==> src/rtl/div_operand_sequencer.sv <==
// Sign-handling wrapper around the unsigned sequential divide core: takes signed
// operands, launches the core on magnitudes, and returns a sign-corrected result.
module div_operand_sequencer #(
   parameter int W = 32
) (
   input  logic         CLK,
   input  logic         RESET,
   input  logic         in_valid,
   output logic         in_ready,
   input  logic [W-1:0] dividend,
   input  logic [W-1:0] divisor,
   output logic [W-1:0] div_a,
   output logic [W-1:0] div_b,
   output logic         div_bgn,
   input  logic         div_stop,
   input  logic [W-1:0] div_obus,
   output logic         out_valid,
   input  logic         out_ready,
   output logic [W-1:0] quotient,
   output logic [W-1:0] remainder,
   output logic         dz,
   output logic         ovf
);

   localparam logic [W-1:0] ZERO_C = {W{1'b0}};
   localparam logic [W-1:0] ONES_C = {W{1'b1}};
   localparam logic [W-1:0] ONE_C  = {{(W-1){1'b0}}, 1'b1};
   localparam logic [W-1:0] MIN_C  = {1'b1, {(W-1){1'b0}}};

   typedef enum logic [2:0] {
      IDLE   = 3'd0,
      LAUNCH = 3'd1,
      WAIT   = 3'd2,
      CAP_R  = 3'd3,
      CAP_Q  = 3'd4,
      FIX    = 3'd5,
      DONE   = 3'd6
   } state_t;

   state_t       state_r;
   state_t       next_s;
   logic         accept_s;
   logic         div_zero_s;
   logic         ovf_case_s;
   logic         wait_armed_r;
   logic         sa_r;
   logic         sb_r;
   logic [W-1:0] q_mag_r;
   logic [W-1:0] r_mag_r;

   function automatic logic [W-1:0] neg_f(input logic [W-1:0] v);
      neg_f = ~v + ONE_C;
   endfunction

   // The most-negative value negates to itself, which is its correct unsigned magnitude.
   function automatic logic [W-1:0] mag_f(input logic [W-1:0] v);
      mag_f = v[W-1] ? neg_f(v) : v;
   endfunction

   assign div_zero_s = (divisor == ZERO_C);
   assign ovf_case_s = (dividend == MIN_C) && (divisor == ONES_C);

   // Next-state decode for the operand/result sequencing.
   always_comb begin
      next_s   = state_r;
      accept_s = 1'b0;
      case (state_r)
         IDLE: begin
            if (in_valid && in_ready) begin
               accept_s = 1'b1;
               if (div_zero_s || ovf_case_s) begin
                  next_s = FIX;
               end else begin
                  next_s = LAUNCH;
               end
            end else begin
               next_s = IDLE;
            end
         end
         LAUNCH: next_s = WAIT;
         WAIT: begin
            // A stop still high from the previous op is not trusted until the core has seen bgn.
            if (div_stop && wait_armed_r) begin
               next_s = CAP_Q;
            end else begin
               next_s = WAIT;
            end
         end
         CAP_Q: next_s = FIX;
         FIX:   next_s = DONE;
         DONE: begin
            if (out_ready) begin
               next_s = IDLE;
            end else begin
               next_s = DONE;
            end
         end
         default: next_s = IDLE;
      endcase
   end

   // State register and state-derived handshake outputs.
   always_ff @(posedge CLK or posedge RESET) begin
      if (RESET) begin
         state_r      <= IDLE;
         in_ready     <= 1'b0;
         div_bgn      <= 1'b0;
         out_valid    <= 1'b0;
         wait_armed_r <= 1'b0;
      end else begin
         state_r      <= next_s;
         in_ready     <= (next_s == IDLE);
         div_bgn      <= (next_s == LAUNCH);
         out_valid    <= (next_s == DONE);
         wait_armed_r <= (state_r == WAIT);
      end
   end

   // Operand capture, core result capture and sign correction.
   always_ff @(posedge CLK or posedge RESET) begin
      if (RESET) begin
         sa_r      <= 1'b0;
         sb_r      <= 1'b0;
         q_mag_r   <= ZERO_C;
         r_mag_r   <= ZERO_C;
         div_a     <= ZERO_C;
         div_b     <= ZERO_C;
         quotient  <= ZERO_C;
         remainder <= ZERO_C;
         dz        <= 1'b0;
         ovf       <= 1'b0;
      end else begin
         if (accept_s) begin
            sa_r <= dividend[W-1];
            sb_r <= divisor[W-1];
            dz   <= div_zero_s;
            ovf  <= ovf_case_s;
            // Special cases preload their final values; FIX passes them through untouched.
            if (div_zero_s) begin
               q_mag_r <= ONES_C;
               r_mag_r <= dividend;
            end else if (ovf_case_s) begin
               q_mag_r <= MIN_C;
               r_mag_r <= ZERO_C;
            end else begin
               div_a <= mag_f(dividend);
               div_b <= mag_f(divisor);
            end
         end
         if ((state_r == WAIT) && (next_s == CAP_Q)) begin
            r_mag_r <= div_obus;
         end
         if (state_r == CAP_Q) begin
            q_mag_r <= div_obus;
         end
         if (state_r == FIX) begin
            if (dz || ovf) begin
               quotient  <= q_mag_r;
               remainder <= r_mag_r;
            end else begin
               quotient  <= (sa_r ^ sb_r) ? neg_f(q_mag_r) : q_mag_r;
               remainder <= sa_r ? neg_f(r_mag_r) : r_mag_r;
            end
         end
         if ((state_r == DONE) && out_ready) begin
            dz  <= 1'b0;
            ovf <= 1'b0;
         end
      end
   end

endmodule

==> config.mk <==
export PLATFORM = sky130hd
export DESIGN_NAME = div_operand_sequencer
export DESIGN_NICKNAME = d
export VERILOG_FILES = /design/src/rtl/div_operand_sequencer.sv
export SDC_FILE = /design/constraint.sdc
export NUM_CORES = 1
export LEC_CHECK = 0
export ABC_AREA = 0
export CAP_MARGIN = 20
export CELL_PAD_IN_SITES_DETAIL_PLACEMENT = 0
export CELL_PAD_IN_SITES_GLOBAL_PLACEMENT = 1
export CORE_UTILIZATION = 36
export CTS_BUF_LIST = sky130_fd_sc_hd__clkbuf_4 sky130_fd_sc_hd__clkbuf_8
export CTS_CLUSTER_DIAMETER = 100
export DETAILED_ROUTE_END_ITERATION = 7
export PLACE_DENSITY = 0.83
export SYNTH_ARGS = -nofsm -noshare
export SYNTH_HDL_FRONTEND = slang
export SYNTH_SLANG_ARGS = --single-unit
==> constraint.sdc <==
create_clock -name CLK -period 6.6 [get_ports CLK]
set_input_delay 1.32 -clock CLK [delete_from_list [all_inputs] [get_ports CLK]]
set_output_delay 1.32 -clock CLK [all_outputs]
set_load 0.03 [all_outputs]
# After elaboration in Yosys (flattened, before gate mapping)
# Index checks and enable logic that the tools add are counted.
[op_classes]
addsub = 4
n_eq_ne = 10
n_mux = 25
bitwise_logic = 7
reduce_logical = 18
[op_table]
columns = ["cell", "n"]
rows = [
  ["$mux W32", 14],
  ["$add A32 B1 Y32 const B", 4],
  ["$not A32 Y32", 4],
  ["$eq A32 B32 Y1 const B", 2],
  ["$logic_not A32 Y1", 1],
  ["$pmux W3 S6", 1],
  ["$eq A3 B3 Y1 const B", 5],
  ["$mux W3", 4],
  ["$eq A3 B1 Y1 const B", 2],
  ["$logic_not A3 Y1", 2],
  ["$mux W1", 6],
  ["$reduce_bool A2 Y1", 3],
  ["$reduce_bool A3 Y1", 2],
  ["$logic_and A1 B1 Y1", 5],
  ["$reduce_and A2 Y1", 2],
  ["$eq A3 B2 Y1 const B", 1],
  ["$reduce_and A3 Y1", 1],
  ["$logic_or A1 B1 Y1", 2],
  ["$not A1 Y1", 2],
  ["$xor A1 B1 Y1", 1],
]
[totals]
ff_bits = 203
in_bits = 101
out_inout_bits = 133
word_cells = 79

# Depth between registers and ports, before layout
# Gate-level depths: netlist (run 1).
[depth]
depth_word = 10
ltp_mapped = 11
ltp_nobuf = 8

# Worst setup path after synthesis (run 1)
# No wires, ideal clock.
[synth_path]
path_kind = "input port to flip-flop"
startpoint = "input dividend[20]"
endpoint = "register r_mag_r[9]"
setup_time_ns = 0.126
arrival_time_ns = 3.811
required_ns = 6.474
setup_slack_ns = 2.663
stages = 8
n_path_buf = 2
path_cell_list = "or4_4 > or4b_1 > or2_4 > or4_4 > buf_6 > and3_4 > buf_6 > a221o_1"
[synth_via]
elab_chain_cells = 10
elab_cells_between_ends = 12
cone_classes = "eq/ne (2); mux (4); reduce/logical (6)"
[synth_rtl]
columns = ["item", "line_no", "rtl"]
rows = [
  ["start, declared", "10", "input logic [W-1:0] dividend,"],
  ["$eq A32 B32 Y1 (*)", "61", "assign ovf_case_s = (dividend == MIN_C) && (divisor == ONES_C);"],
  ["$logic_and A1 B1 Y1 (*)", "61", ""],
  ["$logic_or A1 B1 Y1", "71", "if (div_zero_s || ovf_case_s) begin"],
  ["$mux W3", "71", ""],
  ["$mux W3", "69", "if (in_valid && in_ready) begin"],
  ["$pmux W3 S6", "67", "case (state_r)"],
  ["$eq A3 B3 Y1", "150", "if ((state_r == WAIT) && (next_s == CAP_Q)) begin"],
  ["$logic_and A1 B1 Y1", "150", ""],
  ["$reduce_bool A3 Y1 (no line) or $reduce_bool A2 Y1 (tied branches)", "-", ""],
  ["$reduce_and A2 Y1 (no line)", "-", ""],
  ["end signal, assigned", "141", "r_mag_r <= dividend;"],
  ["end signal, assigned", "151", "r_mag_r <= div_obus;"],
  ["end, declared", "49", "logic [W-1:0] r_mag_r;"],
]
# Every way passes the cells marked *; elsewhere a longest branch is shown, timed or not.
# A chain may end at the register's enable or synchronous reset.

# Worst setup path after layout (run 1)
[layout_path]
startpoint = "input dividend[20]"
endpoint = "register div_a[9]"
[layout_via]
elab_chain_cells = 4
[layout_rtl]
columns = ["item", "line_no", "rtl"]
rows = [
  ["$eq A32 B32 Y1", "61", ""],
  ["$logic_and A1 B1 Y1", "61", ""],
  ["$not A1 Y1 (no line)", "-", ""],
  ["$reduce_and A3 Y1 (no line)", "-", ""],
  ["end signal, assigned", "146", "div_a <= mag_f(dividend);"],
  ["end, declared", "12", "output logic [W-1:0] div_a,"],
]
# No other way between the ends.

==> reports/summary.json, run 1 <==
{
  "worst_hold_path_type": {"value": "reg2reg"},
  "peakVddDrop": {"value": 0.2924, "unit": "mV"},
  "chipHeight": {"value": 172.4, "unit": "µm"},
  "floorplan.die_area": {"value": 0.02972, "unit": "mm²"},
  "detailedRoute.firstIterationViolations": {"value": 626},
  "cts.path.max_buffers": {"value": 3},
  "final.setup.tns": {"value": 0, "unit": "ns"},
  "arrival": {"value": 5.04, "unit": "ns"},
  "first_global_vias": {"value": 8750},
  "max_stage_delay": {"value": 0.61, "unit": "ns"},
  "timing.critical_path.slowest_stage_cell": {"value": "sky130_fd_sc_hd__or3_2"},
  "period_share": {"value": 69.96, "unit": "%"},
  "cp_num_buf_inv": {"value": 2},
  "power.sequential.fraction": {"value": 32.9, "unit": "%"},
  "startpoint_type_of_the_worst_setup_path": {"value": "primary input"},
  "rsz_0062_raised_after_global_routing": {"value": "false"},
  "worstSkewPairLatency": {"value": 0.54, "unit": "ns"},
  "power_density": {"value": 487.2, "unit": "mW/mm²"},
  "cell_with_the_most_instances_after_synthesis": {"value": "sky130_fd_sc_hd__dfrtp_1"},
  "synth-edff-count": {"value": 0},
  "p_sw": {"value": 2.794, "unit": "mW"},
  "synth-seq-area-share": {"value": 48.59, "unit": "%"},
  "post_route_drc_violation_count": {"value": 0},
  "synth_top_area_cells": {"value": "sky130_fd_sc_hd__dfrtp_1, sky130_fd_sc_hd__xnor2_1, sky130_fd_sc_hd__mux2_2"},
  "ys_seq_elements": {"value": 203},
  "fin_crit": {"value": 4.617, "unit": "ns"},
  "first_pass_iters": {"value": 7},
  "core.rowCount": {"value": 62},
  "ctsHtreeMaxLevel": {"value": 2},
  "detailedPlacementHpwl": {"value": 23780, "unit": "µm"},
  "antenna_violations_before_repair": {"value": 3},
  "root_cell_of_the_clock_tree": {"value": "sky130_fd_sc_hd__clkbuf_8"},
  "crit_type": {"value": "in2reg"},
  "cp.required": {"value": 7.02, "unit": "ns"},
  "start_util": {"value": 36.52, "unit": "%"},
  "power.leakage": {"value": 5.976, "unit": "nW"},
  "sw_frac_of_total": {"value": 41.14, "unit": "%"},
  "finalClockSkew": {"value": 0.03437, "unit": "ns"},
  "crit_family": {"value": "simple AND/OR/NAND/NOR gates"},
  "cts_resized": {"value": 0},
  "outcome": {"value": "finished clean"},
  "yosys_warnings": {"value": 0},
  "syn-mean-instance-area": {"value": 9.994, "unit": "µm²"},
  "synth_nets": {"value": 1152},
  "postCtsSetupBuffers": {"value": 0},
  "combinational_share_of_power": {"value": 47.3, "unit": "%"},
  "synth-async-reset-ratio": {"value": 100.0, "unit": "%"},
  "synthesized_instance_count": {"value": 1046},
  "io-pin-count": {"value": 234},
  "routed_via_density": {"value": 5.327},
  "finalHoldViolCount": {"value": 0},
  "netlist.top_cell.by_area": {"value": "sky130_fd_sc_hd__dfrtp_1"},
  "final_util": {"value": 48.69, "unit": "%"},
  "ys.flop_type": {"value": "sky130_fd_sc_hd__dfrtp_1"},
  "slew_viol_final": {"value": 0},
  "timing.critical_path.cells": {"value": "clkdlybuf4s50_1 -> or4_4 -> or4b_1 -> or2_4 -> nor3_1 -> or3_2 -> buf_4 -> mux2_2"},
  "final_nets": {"value": 1376},
  "fmaxAchievable": {"value": 0.2166, "unit": "GHz"},
  "global_route.usage.total": {"value": 21.94, "unit": "%"},
  "worst-slew-pin-transition": {"value": 0.9502, "unit": "ns"},
  "global_route.overflow_total": {"value": 0},
  "holdBufCountCts": {"value": 0},
  "biggest_fanout_along_the_worst_timing_path": {"value": 28},
  "wl": {"value": 32140, "unit": "µm"},
  "critPathCaptureType": {"value": "flop"},
  "routed-via-count": {"value": 8955},
  "cts-buffers-inserted": {"value": 37},
  "power.internal": {"value": 3.997, "unit": "mW"},
  "route.detailed.wl_per_inst": {"value": 19.12, "unit": "µm"},
  "placeableCoreArea": {"value": 0.02863, "unit": "mm²"},
  "clkPwrFrac": {"value": 19.8, "unit": "%"},
  "cts_sinks": {"value": 203},
  "grt_start_max_net_pins": {"value": 175},
  "maxCapViolations": {"value": 0},
  "tritoncts_clock_tree": {"value": "built"},
  "gpl.final_weighted_congestion": {"value": 0.8624},
  "port_buffers": {"value": 233},
  "final-setup-viol-count": {"value": 0},
  "synth_cell_type_count": {"value": 48},
  "mappedNetlistArea": {"value": 0.01045, "unit": "mm²"},
  "synthToLayoutAreaGrowth": {"value": 33.33, "unit": "%"},
  "maxSlewHeadroom": {"value": 36.65, "unit": "%"},
  "grt_first_pass_wirelength": {"value": 49340, "unit": "µm"},
  "synthTopCellsByCount": {"value": "sky130_fd_sc_hd__dfrtp_1, sky130_fd_sc_hd__nand2_1, sky130_fd_sc_hd__o21ai_0"},
  "ant_nets": {"value": 0},
  "netlist.area_leader.share": {"value": 48.59, "unit": "%"},
  "post_cts_clock_slew_at_the_launch_and_capture_registers_of_the_worst_setup_and_hold_paths": {"value": 0.05, "unit": "ns"},
  "floorplan.die.width": {"value": 172.4, "unit": "µm"},
  "final_layout_size_suffix_gt1_share": {"value": 11.65, "unit": "%"}
}
routing by layer:
layer	vias to the layer above	track usage, %	share of wire [%]
li1	4178	-	-
met1	4327	29.90	43
met2	380	33.38	44
met3	66	5.905	9.4
met4	4	7.734	2.8
met5	-	0	0.081
sequential cells by signal (all words and copies together) (netlist names):
register	flops
div_b	32
remainder	32
in_ready	1
q_mag_r	32
sa_r	1
out_valid	1
div_bgn	1
dz	1
wait_armed_r	1
sb_r	1
state_r	3
div_a	32
ovf	1
r_mag_r	32
quotient	32
layout by cell type (no fill, tap or decap), types with 6 or more instances in the layout:
| cell type | count |
|---|---|
| sky130_fd_sc_hd__mux2_1 | 6 |
| sky130_fd_sc_hd__clkdlybuf4s50_1 | 233 |
| sky130_fd_sc_hd__o41ai_1 | 12 |
| sky130_fd_sc_hd__mux2_2 | 58 |
| sky130_fd_sc_hd__o31ai_1 | 31 |
| sky130_fd_sc_hd__nand4_1 | 11 |
| sky130_fd_sc_hd__nor2_1 | 37 |
| sky130_fd_sc_hd__clkbuf_4 | 8 |
| sky130_fd_sc_hd__xnor2_1 | 85 |
| sky130_fd_sc_hd__clkbuf_8 | 47 |
| sky130_fd_sc_hd__or3_1 | 16 |
| sky130_fd_sc_hd__or4_1 | 15 |
| sky130_fd_sc_hd__clkinv_2 | 6 |
| sky130_fd_sc_hd__nand3_1 | 37 |
| sky130_fd_sc_hd__nor4_1 | 14 |
| sky130_fd_sc_hd__a21o_1 | 31 |
| sky130_fd_sc_hd__xor2_1 | 34 |
| sky130_fd_sc_hd__inv_1 | 15 |
| sky130_fd_sc_hd__nand2_1 | 136 |
| sky130_fd_sc_hd__dfrtp_1 | 203 |
| sky130_fd_sc_hd__nor3_1 | 13 |
| sky130_fd_sc_hd__a22o_1 | 29 |
| sky130_fd_sc_hd__o21ai_0 | 102 |
| sky130_fd_sc_hd__buf_4 | 9 |
| sky130_fd_sc_hd__a21oi_1 | 51 |
| sky130_fd_sc_hd__nand2b_1 | 6 |
cells by family (layout without fill, tap and decap cells):
group	count (synthesis)	in the layout	share of synthesized area (%)
and+or+nand+nor	318	318	15.04
xor gates and xnor gates	119	119	9.970
muxes	64	64	6.894
adders and majority gates	5	5	0.5984
buffers and inverters	74	324	3.124
AOI/OAI and AO/OA	263	263	15.77
DFF	203	203	48.59
other	0	1	0
cell type report:
cell class | instances | area, µm²
Fill cell | 2676 | 14690
Sequential cell | 203 | 5080
Multi-Input combinational cell | 769 | 5056
Timing Repair Buffer | 243 | 2420
Clock buffer | 55 | 706.9
Tap cell | 384 | 480.5
Clock inverter | 10 | 128.9
Inverter | 16 | 63.81
Antenna cell | 1 | 2.502
worst reg2reg max path, stage by stage, from the launching register on:
cell	delay (ns)
sky130_fd_sc_hd__dfrtp_1	0.46
sky130_fd_sc_hd__or4_1	0.75
sky130_fd_sc_hd__nor4b_4	0.33
sky130_fd_sc_hd__or3_2	0.58
sky130_fd_sc_hd__buf_4	0.41
sky130_fd_sc_hd__mux2_2	0.37
power groups by stage:
stage                     sequential (mW)  clock, mW  combinational, mW
final                                2.23       1.35               3.21
after global routing                 2.31       1.43               3.48
after CTS                            2.23       1.38               3.24
after detailed placement             2.25          0               3.23
after global placement               2.23          0               3.19
after floorplan                      2.81          0               1.39
stage by stage:
stage	hold slack, ns	area [µm²]	worst slack [ns]	instances	power (mW)
detailed placement	0.4703	13100	1.442	1615	5.473
floorplan	0.4631	10460	2.650	1046	4.205
global placement	0.4592	13100	1.545	1615	5.423
finish	0.4747	13940	1.983	1681	6.790
global route	0.5037	13940	1.809	1680	7.226
CTS	0.4820	13940	1.996	1680	6.849
path summary, 6_finish.rpt:
kind / start / to / slack [ns] / depth (start not counted)
min: remainder[4] / remainder[4] / 0.47 / 2
max in group asynchronous: RESET / quotient[9] / 3.99 / 3
max reg2reg: state_r[2] / div_a[9] / 3.58 / 5
min reg2reg: remainder[4] / remainder[4] / 0.47 / 2
min in group asynchronous: RESET / out_valid / 1.23 / 2
max: dividend[20] / div_a[9] / 1.98 / 8
(Power assumes the default switching activity.)
==> run 2, diff against run 1 <==
--- a/config.mk
+++ b/config.mk
@@ -9,11 +9,11 @@
 export CAP_MARGIN = 20
 export CELL_PAD_IN_SITES_DETAIL_PLACEMENT = 0
 export CELL_PAD_IN_SITES_GLOBAL_PLACEMENT = 1
-export CORE_UTILIZATION = 36
+export CORE_UTILIZATION = 40
 export CTS_BUF_LIST = sky130_fd_sc_hd__clkbuf_4 sky130_fd_sc_hd__clkbuf_8
 export CTS_CLUSTER_DIAMETER = 100
 export DETAILED_ROUTE_END_ITERATION = 7
-export PLACE_DENSITY = 0.83
+export PLACE_DENSITY = 0.87
 export SYNTH_ARGS = -nofsm -noshare
 export SYNTH_HDL_FRONTEND = slang
 export SYNTH_SLANG_ARGS = --single-unit
==> constraint.sdc (replaced) <==
create_clock -name CLK -period 4.78 [get_ports CLK]
set_input_delay 0.956 -clock CLK [delete_from_list [all_inputs] [get_ports CLK]]
set_output_delay 0.956 -clock CLK [all_outputs]
set_load 0.03 [all_outputs]
==> run 2 against run 1 <==
Effect of this change:
- wire length decreased by 4.8%
- sequential share of layout area increased by 0.26 points
- critical endpoint is now div_a[23]
- via count decreased by 0.68%
- setup slack got worse by 1.1 ns
- sequential cell count unchanged
- critical path type unchanged
- global-route usage increased by 0.85 points
- combinational power increased by 36%
- clock power increased by 28%
- largest cell class unchanged
- critical path depth unchanged
- die area decreased by 9.9%
==> reports/summary.json, run 2 (synthesized netlist as in run 1, its figures left out) <==
{
  "detailedPlacementHpwl": {"value": 22320, "unit": "µm", "change": "was 23780 µm"},
  "final_cell_mix": {"value": "sky130_fd_sc_hd__clkdlybuf4s50_1, sky130_fd_sc_hd__dfrtp_1, sky130_fd_sc_hd__nand2_1", "change": "unchanged"},
  "postCtsSetupBuffers": {"value": 0, "change": "unchanged"},
  "gpl.final_weighted_congestion": {"value": 0.8587, "change": "was 0.8624"},
  "ctsHtreeMaxLevel": {"value": 2, "change": "unchanged"},
  "chipHeight": {"value": 163.7, "unit": "µm", "change": "was 172.4 µm"},
  "cts-buffers-inserted": {"value": 38, "change": "was 37"},
  "post-route-worst-setup-slack": {"value": 0.9185, "unit": "ns", "change": "was 1.983 ns"},
  "maxCapViolations": {"value": 0, "change": "unchanged"},
  "global_route.overflow_total": {"value": 0, "change": "unchanged"},
  "worst_hold_path_type": {"value": "reg2reg", "change": "unchanged"},
  "worst-slew-pin-transition": {"value": 0.8576, "unit": "ns", "change": "was 0.9502 ns"},
  "maxSlewHeadroom": {"value": 42.82, "unit": "%", "change": "was 36.65%"},
  "finalClockSkew": {"value": 0.02300, "unit": "ns", "change": "was 0.03437 ns"},
  "ant_nets": {"value": 0, "change": "unchanged"},
  "max_stage_delay": {"value": 0.60, "unit": "ns", "change": "was 0.61 ns"},
  "timing.critical_path.slowest_stage_cell": {"value": "sky130_fd_sc_hd__or4_4", "change": "was sky130_fd_sc_hd__or3_2"},
  "floorplan.die.width": {"value": 163.7, "unit": "µm", "change": "was 172.4 µm"},
  "first_pass_iters": {"value": 5, "change": "was 7"},
  "rsz_0062_raised_after_global_routing": {"value": "false", "change": "unchanged"},
  "global_route.usage.total": {"value": 22.79, "unit": "%", "change": "was 21.94%"},
  "cts_resized": {"value": 0, "change": "unchanged"},
  "placeableCoreArea": {"value": 0.02540, "unit": "mm²", "change": "was 0.02863 mm²"},
  "final_layout_size_suffix_gt1_share": {"value": 11.65, "unit": "%", "change": "unchanged"},
  "period_share": {"value": 80.79, "unit": "%"},
  "area_of_all_placed_cells_without_fillers": {"value": 0.01384, "unit": "mm²", "change": "was 0.01394 mm²"},
  "outcome": {"value": "finished clean", "change": "unchanged"},
  "grt_first_pass_wirelength": {"value": 46930, "unit": "µm", "change": "was 49340 µm"},
  "finalPower": {"value": 9.222, "unit": "mW", "change": "was 6.790 mW"},
  "io-pin-count": {"value": 234, "change": "unchanged"},
  "dpl_cell_area": {"value": 0.01308, "unit": "mm²", "change": "was 0.01310 mm²"},
  "slew_viol_final": {"value": 0, "change": "unchanged"},
  "detailedRoute.firstIterationViolations": {"value": 816, "change": "was 626"},
  "port_buffers": {"value": 233, "change": "unchanged"},
  "holdBufCountCts": {"value": 0, "change": "unchanged"},
  "power.leakage": {"value": 5.962, "unit": "nW", "change": "was 5.976 nW"},
  "floorplan.die_area": {"value": 0.02678, "unit": "mm²", "change": "was 0.02972 mm²"},
  "cp.required": {"value": 5.18, "unit": "ns", "change": "was 7.02 ns"},
  "grt_start_max_net_pins": {"value": 153, "change": "was 175"},
  "routed-via-count": {"value": 8894, "change": "was 8955"},
  "critPathCaptureType": {"value": "flop", "change": "unchanged"},
  "arrival": {"value": 4.27, "unit": "ns", "change": "was 5.04 ns"},
  "post_route_drc_violation_count": {"value": 0, "change": "unchanged"},
  "core.rowCount": {"value": 58, "change": "was 62"},
  "root_cell_of_the_clock_tree": {"value": "sky130_fd_sc_hd__clkbuf_8", "change": "unchanged"},
  "final_nets": {"value": 1382, "change": "was 1376"},
  "cts.path.max_buffers": {"value": 3, "change": "unchanged"},
  "antenna_violations_before_repair": {"value": 3, "change": "unchanged"},
  "finalHoldViolCount": {"value": 0, "change": "unchanged"},
  "power_density": {"value": 666.4, "unit": "mW/mm²", "change": "was 487.2 mW/mm²"},
  "worstSkewPairLatency": {"value": 0.53, "unit": "ns", "change": "was 0.54 ns"},
  "post_cts_clock_slew_at_the_launch_and_capture_registers_of_the_worst_setup_and_hold_paths": {"value": 0.05, "unit": "ns", "change": "about the same"},
  "commonest_non_fill_non_tap_cell_in_the_layout": {"value": "sky130_fd_sc_hd__clkdlybuf4s50_1", "change": "unchanged"},
  "start_util": {"value": 41.16, "unit": "%", "change": "was 36.52%"},
  "cts_sinks": {"value": 203, "change": "unchanged"},
  "crit_type": {"value": "in2reg", "change": "unchanged"},
  "pre_cts_slack": {"value": 0.4073, "unit": "ns", "change": "was 1.442 ns"},
  "fmaxAchievable": {"value": 0.2590, "unit": "GHz"},
  "final-setup-viol-count": {"value": 0, "change": "unchanged"},
  "fill_cells": {"value": 2328, "change": "was 2676"},
  "peakVddDrop": {"value": 0.4348, "unit": "mV", "change": "was 0.2924 mV"},
  "routed_via_density": {"value": 5.463, "change": "was 5.327"},
  "timing.critical_path.cells": {"value": "clkdlybuf4s50_1 -> or4_4 -> or4b_1 -> or2_4 -> nor3_1 -> or3_2 -> buf_4 -> mux2_2", "change": "unchanged"},
  "tritoncts_clock_tree": {"value": "built", "change": "unchanged"},
  "fin_crit": {"value": 3.862, "unit": "ns"},
  "first_global_vias": {"value": 8376, "change": "was 8750"},
  "synthToLayoutAreaGrowth": {"value": 32.39, "unit": "%", "change": "was 33.33%"},
  "startpoint_type_of_the_worst_setup_path": {"value": "primary input", "change": "unchanged"},
  "final.setup.tns": {"value": 0, "unit": "ns", "change": "unchanged"},
  "route.detailed.wl_per_inst": {"value": 18.79, "unit": "µm", "change": "was 19.12 µm"},
  "biggest_fanout_along_the_worst_timing_path": {"value": 26, "change": "was 28"},
  "wl": {"value": 30580, "unit": "µm", "change": "was 32140 µm"}
}
## run 2: through the flow
step	std cells	hold WS (ns)	util [%]
after floorplan	1046	0.4631	-
after CTS	1626	0.4820	54.47
final	1628	0.4744	54.49
after global routing	1627	0.4956	54.48
after detailed placement	1566	0.4699	51.51
after global placement	1566	0.4610	51.51
## run 2: cell type report
cell class	instances	area, µm²	share of cell area, %
antenna	2	5.005	0.03616
clock buffer	54	668.1	4.828
clock inverter	6	83.83	0.6057
inverter	16	63.81	0.4611
multi-input combinational	769	5056	36.53
sequential	203	5080	36.71
tap	330	412.9	2.983
timing repair buffer	248	2470	17.85
## run 2: where the power goes
part	internal, mW	switching (mW)	total (mW)	leakage [nW]
logic	1.95	2.42	4.38	3.00
clock network	1.00	0.726	1.73	0.402
registers	2.46	0.654	3.12	2.56
total	5.42	3.81	9.22	5.96
## run 2: path summary, 6_finish.rpt
| kind | start | to | slack (ns) | cells after the start |
|---|---|---|---|---|
| worst max-delay path | dividend[20] | div_a[23] | 0.92 | 8 |
| worst max register to register | state_r[2] | r_mag_r[9] | 2.13 | 4 |
| worst min-delay path | remainder[5] | remainder[5] | 0.47 | 2 |
| worst min register to register | remainder[5] | remainder[5] | 0.47 | 2 |
| max in group asynchronous | RESET | r_mag_r[20] | 3.13 | 3 |
| min in group asynchronous | RESET | div_a[4] | 0.99 | 3 |
## run 2: critical path: cells and delay by family
family                 cells  cell delay [ns]
multiplexers               1             0.38
AND/OR/NAND/NOR            5             2.04
buffers and inverters      2             0.87
## run 2: per-layer routing
| metal | GRT usage [%] | up-vias | routed length, µm | share of wire, % |
|---|---|---|---|---|
| met3 | 6.679 | 50 | 2650 | 8.7 |
| met2 | 34.44 | 331 | 13630 | 45 |
| met4 | 5.892 | 4 | 573 | 1.9 |
| met5 | 0 | - | 24 | 0.078 |
| met1 | 31.78 | 4320 | 13700 | 45 |
| li1 | - | 4189 | - | - |
==> run 3, diff against run 2 <==
==> constraint.sdc (replaced) <==
create_clock -name CLK -period 3.6 [get_ports CLK]
set_input_delay 0.72 -clock CLK [delete_from_list [all_inputs] [get_ports CLK]]
set_output_delay 0.72 -clock CLK [all_outputs]
set_load 0.03 [all_outputs]
==> run 3 against run 2 <==
Effect of this change:
- total power rose by 32%
- worst hold slack got worse by 0.0030 ns
- core utilization is 1.5 points higher
==> reports/summary.json, run 3 (synthesized netlist as in run 1, its figures left out) <==
{
  "final_nets": {"value": 1428, "change": "was 1382"},
  "peakVddDrop": {"value": 0.5555, "unit": "mV", "change": "was 0.4348 mV"},
  "ctsHtreeMaxLevel": {"value": 2, "change": "unchanged"},
  "final_cell_mix": {"value": "sky130_fd_sc_hd__clkdlybuf4s50_1, sky130_fd_sc_hd__dfrtp_1, sky130_fd_sc_hd__nand2_1", "change": "unchanged"},
  "chipHeight": {"value": 163.7, "unit": "µm", "change": "unchanged"},
  "final-setup-viol-count": {"value": 0, "change": "unchanged"},
  "fill_cells": {"value": 2314, "change": "was 2328"},
  "grt_first_pass_wirelength": {"value": 48480, "unit": "µm", "change": "was 46930 µm"},
  "final_instance_count_excl_fillers": {"value": 1674, "change": "was 1628"},
  "global_route.overflow_total": {"value": 0, "change": "unchanged"},
  "finalHoldViolCount": {"value": 0, "change": "unchanged"},
  "commonest_non_fill_non_tap_cell_in_the_layout": {"value": "sky130_fd_sc_hd__clkdlybuf4s50_1", "change": "unchanged"},
  "fmaxAchievable": {"value": 0.3080, "unit": "GHz"},
  "detailedRoute.firstIterationViolations": {"value": 657, "change": "was 816"},
  "slew_viol_final": {"value": 0, "change": "unchanged"},
  "io-pin-count": {"value": 234, "change": "unchanged"},
  "detailedPlacementHpwl": {"value": 23540, "unit": "µm", "change": "was 22320 µm"},
  "routed_via_density": {"value": 5.373, "change": "was 5.463"},
  "routed-via-count": {"value": 8995, "change": "was 8894"},
  "fin_crit": {"value": 3.246, "unit": "ns"},
  "synthToLayoutAreaGrowth": {"value": 36.07, "unit": "%", "change": "was 32.39%"},
  "antenna_violations_before_repair": {"value": 1, "change": "was 3"},
  "final_util": {"value": 56.00, "unit": "%", "change": "was 54.49%"},
  "route.detailed.wl_per_inst": {"value": 18.67, "unit": "µm", "change": "was 18.79 µm"},
  "ff_latch_area": {"value": 0.005080, "unit": "mm²", "change": "unchanged"},
  "cts.path.max_buffers": {"value": 3, "change": "unchanged"},
  "postCtsSetupBuffers": {"value": 0, "change": "unchanged"},
  "worst_hold_path_type": {"value": "reg2reg", "change": "unchanged"},
  "tritoncts_clock_tree": {"value": "built", "change": "unchanged"},
  "crit_family": {"value": "simple AND/OR/NAND/NOR gates", "change": "unchanged"},
  "rsz_0062_raised_after_global_routing": {"value": "false", "change": "unchanged"},
  "period_share": {"value": 90.18, "unit": "%"},
  "maxCapViolations": {"value": 0, "change": "unchanged"},
  "whs_path_depth": {"value": 2, "change": "unchanged"},
  "worstSkewPairLatency": {"value": 0.53, "unit": "ns", "change": "about the same"},
  "core.rowCount": {"value": 58, "change": "unchanged"},
  "cts_sinks": {"value": 203, "change": "unchanged"},
  "cts_resized": {"value": 0, "change": "unchanged"},
  "reg2reg_slack": {"value": 0.92, "unit": "ns", "change": "was 2.13 ns"},
  "r2r_end": {"value": "remainder[31]", "change": "was r_mag_r[9]"},
  "maxSlewHeadroom": {"value": 41.99, "unit": "%", "change": "was 42.82%"},
  "cp_num_buf_inv": {"value": 2, "change": "unchanged"},
  "timing.critical_path.slowest_stage_cell": {"value": "sky130_fd_sc_hd__or4_1", "change": "was sky130_fd_sc_hd__or4_4"},
  "floorplan.die.width": {"value": 163.7, "unit": "µm", "change": "unchanged"},
  "holdBufCountCts": {"value": 0, "change": "unchanged"},
  "biggest_fanout_along_the_worst_timing_path": {"value": 34, "change": "was 26"},
  "worst_hold_path.endpoint": {"value": "remainder[30]", "change": "was remainder[5]"},
  "critPathCaptureType": {"value": "flop", "change": "unchanged"},
  "r2r-start": {"value": "r_mag_r[4]", "change": "was state_r[2]"},
  "multiInputGateArea": {"value": 0.005056, "unit": "mm²", "change": "unchanged"},
  "first_global_vias": {"value": 8897, "change": "was 8376"},
  "first_pass_iters": {"value": 5, "change": "unchanged"},
  "crit_path_start": {"value": "dividend[18]", "change": "was dividend[20]"},
  "diodes": {"value": 0, "change": "was 2"},
  "root_cell_of_the_clock_tree": {"value": "sky130_fd_sc_hd__clkbuf_8", "change": "unchanged"},
  "worst-slew-pin-transition": {"value": 0.8696, "unit": "ns", "change": "was 0.8576 ns"},
  "placeableCoreArea": {"value": 0.02540, "unit": "mm²", "change": "unchanged"},
  "finalClockSkew": {"value": 0.02107, "unit": "ns", "change": "was 0.02300 ns"},
  "floorplan.die_area": {"value": 0.02678, "unit": "mm²", "change": "unchanged"},
  "startpoint_type_of_the_worst_setup_path": {"value": "primary input", "change": "unchanged"},
  "arrival": {"value": 3.64, "unit": "ns", "change": "was 4.27 ns"},
  "timing.critical_path.cells": {"value": "clkdlybuf4s50_1 -> or4_1 -> or4b_1 -> or2_4 -> nor3_1 -> or3_2 -> buf_12 -> mux2_2", "change": "was clkdlybuf4s50_1 -> or4_4 -> or4b_1 -> or2_4 -> nor3_1 -> or3_2 -> buf_4 -> mux2_2"},
  "global_route.usage.total": {"value": 23.55, "unit": "%", "change": "was 22.79%"},
  "post_route_drc_violation_count": {"value": 0, "change": "unchanged"},
  "port_buffers": {"value": 233, "change": "unchanged"},
  "wl": {"value": 31250, "unit": "µm", "change": "was 30580 µm"},
  "timing.critical_path.depth": {"value": 8, "change": "unchanged"},
  "final_layout_size_suffix_gt1_share": {"value": 14.81, "unit": "%", "change": "was 11.65%"},
  "ff2ff_path_depth": {"value": 6, "change": "was 4"},
  "grt_start_max_net_pins": {"value": 79, "change": "was 153"},
  "cp.required": {"value": 4.00, "unit": "ns", "change": "was 5.18 ns"},
  "cts-buffers-inserted": {"value": 36, "change": "was 38"},
  "crit_type": {"value": "in2reg", "change": "unchanged"},
  "hold_path_startpoint": {"value": "remainder[30]", "change": "was remainder[5]"},
  "finalPower": {"value": 12.18, "unit": "mW", "change": "was 9.222 mW"},
  "start_util": {"value": 41.16, "unit": "%", "change": "unchanged"},
  "gpl.final_weighted_congestion": {"value": 0.8536, "change": "was 0.8587"},
  "placed_cells_incl_taps": {"value": 1613, "change": "was 1566"},
  "ant_nets": {"value": 0, "change": "unchanged"},
  "power.leakage": {"value": 6.205, "unit": "nW", "change": "was 5.962 nW"},
  "max_stage_delay": {"value": 0.58, "unit": "ns", "change": "was 0.60 ns"},
  "power_density": {"value": 856.0, "unit": "mW/mm²", "change": "was 666.4 mW/mm²"},
  "post_cts_clock_slew_at_the_launch_and_capture_registers_of_the_worst_setup_and_hold_paths": {"value": 0.05, "unit": "ns", "change": "about the same"},
  "outcome": {"value": "finished clean", "change": "unchanged"}
}
[run 3: cell types whose count changed in the layout (fill, tap and decap cells not counted), sizes merged]
cell,before,now
buf,15,63
clkbuf,54,58
bufinv,2,0
clkinv,3,1
diode,2,0
[run 3: how the worst max path moves through the flow]
stage	end	slack, ns
floorplan	div_a[0]	0.25
global placement	div_b[11]	-0.11
detailed placement	div_b[14]	-0.18
CTS	div_a[5]	0.36
global route	div_a[0]	0.26
finish	div_a[3]	0.35
[run 3: layer usage]
metal / up-vias / track usage, % / wire length (µm)
met3: 42 / 6.932 / 2525
li1: 4270 / - / -
met5: - / 0 / 9
met4: 2 / 7.113 / 635
met2: 301 / 36.81 / 14150
met1: 4380 / 31.39 / 13930
[run 3: area by class of cell]
| type | instances | area share (%) |
|---|---|---|
| Clock buffer | 58 | 4.996 |
| Inverter | 16 | 0.4486 |
| Multi-Input combinational cell | 769 | 35.54 |
| Sequential cell | 203 | 35.71 |
| Tap cell | 330 | 2.903 |
| Timing Repair Buffer | 296 | 20.30 |
| Clock inverter | 2 | 0.09675 |
[run 3: worst reg2reg max path: cells and delay by family, from the launching register on]
family | cells | cell delay [ns]
AOI/OAI and AO/OA | 2 | 0.47
and+or+nand+nor | 3 | 1.48
DFF | 1 | 0.43
xor gates and xnor gates | 1 | 0.19
[run 3: power by group]
group / leakage, nW / switching [mW] / total (mW) / internal, mW
clock: 0.389 / 0.926 / 2.17 / 1.24
sequential: 2.56 / 0.847 / 4.12 / 3.27
combinational: 3.26 / 3.24 / 5.89 / 2.65
[run 3: per-stage QoR]
step                hold WS [ns]  area (µm²)  TNS [ns]  setup WS (ns)
floorplan                 0.4631       10460         0         0.2497
global placement          0.4602       13490    -9.429        -0.1071
detailed placement        0.4699       13490    -16.05        -0.1831
CTS                       0.4824       14210         0         0.3616
global route              0.5013       14220         0         0.2639
finish                    0.4714       14220         0         0.3536
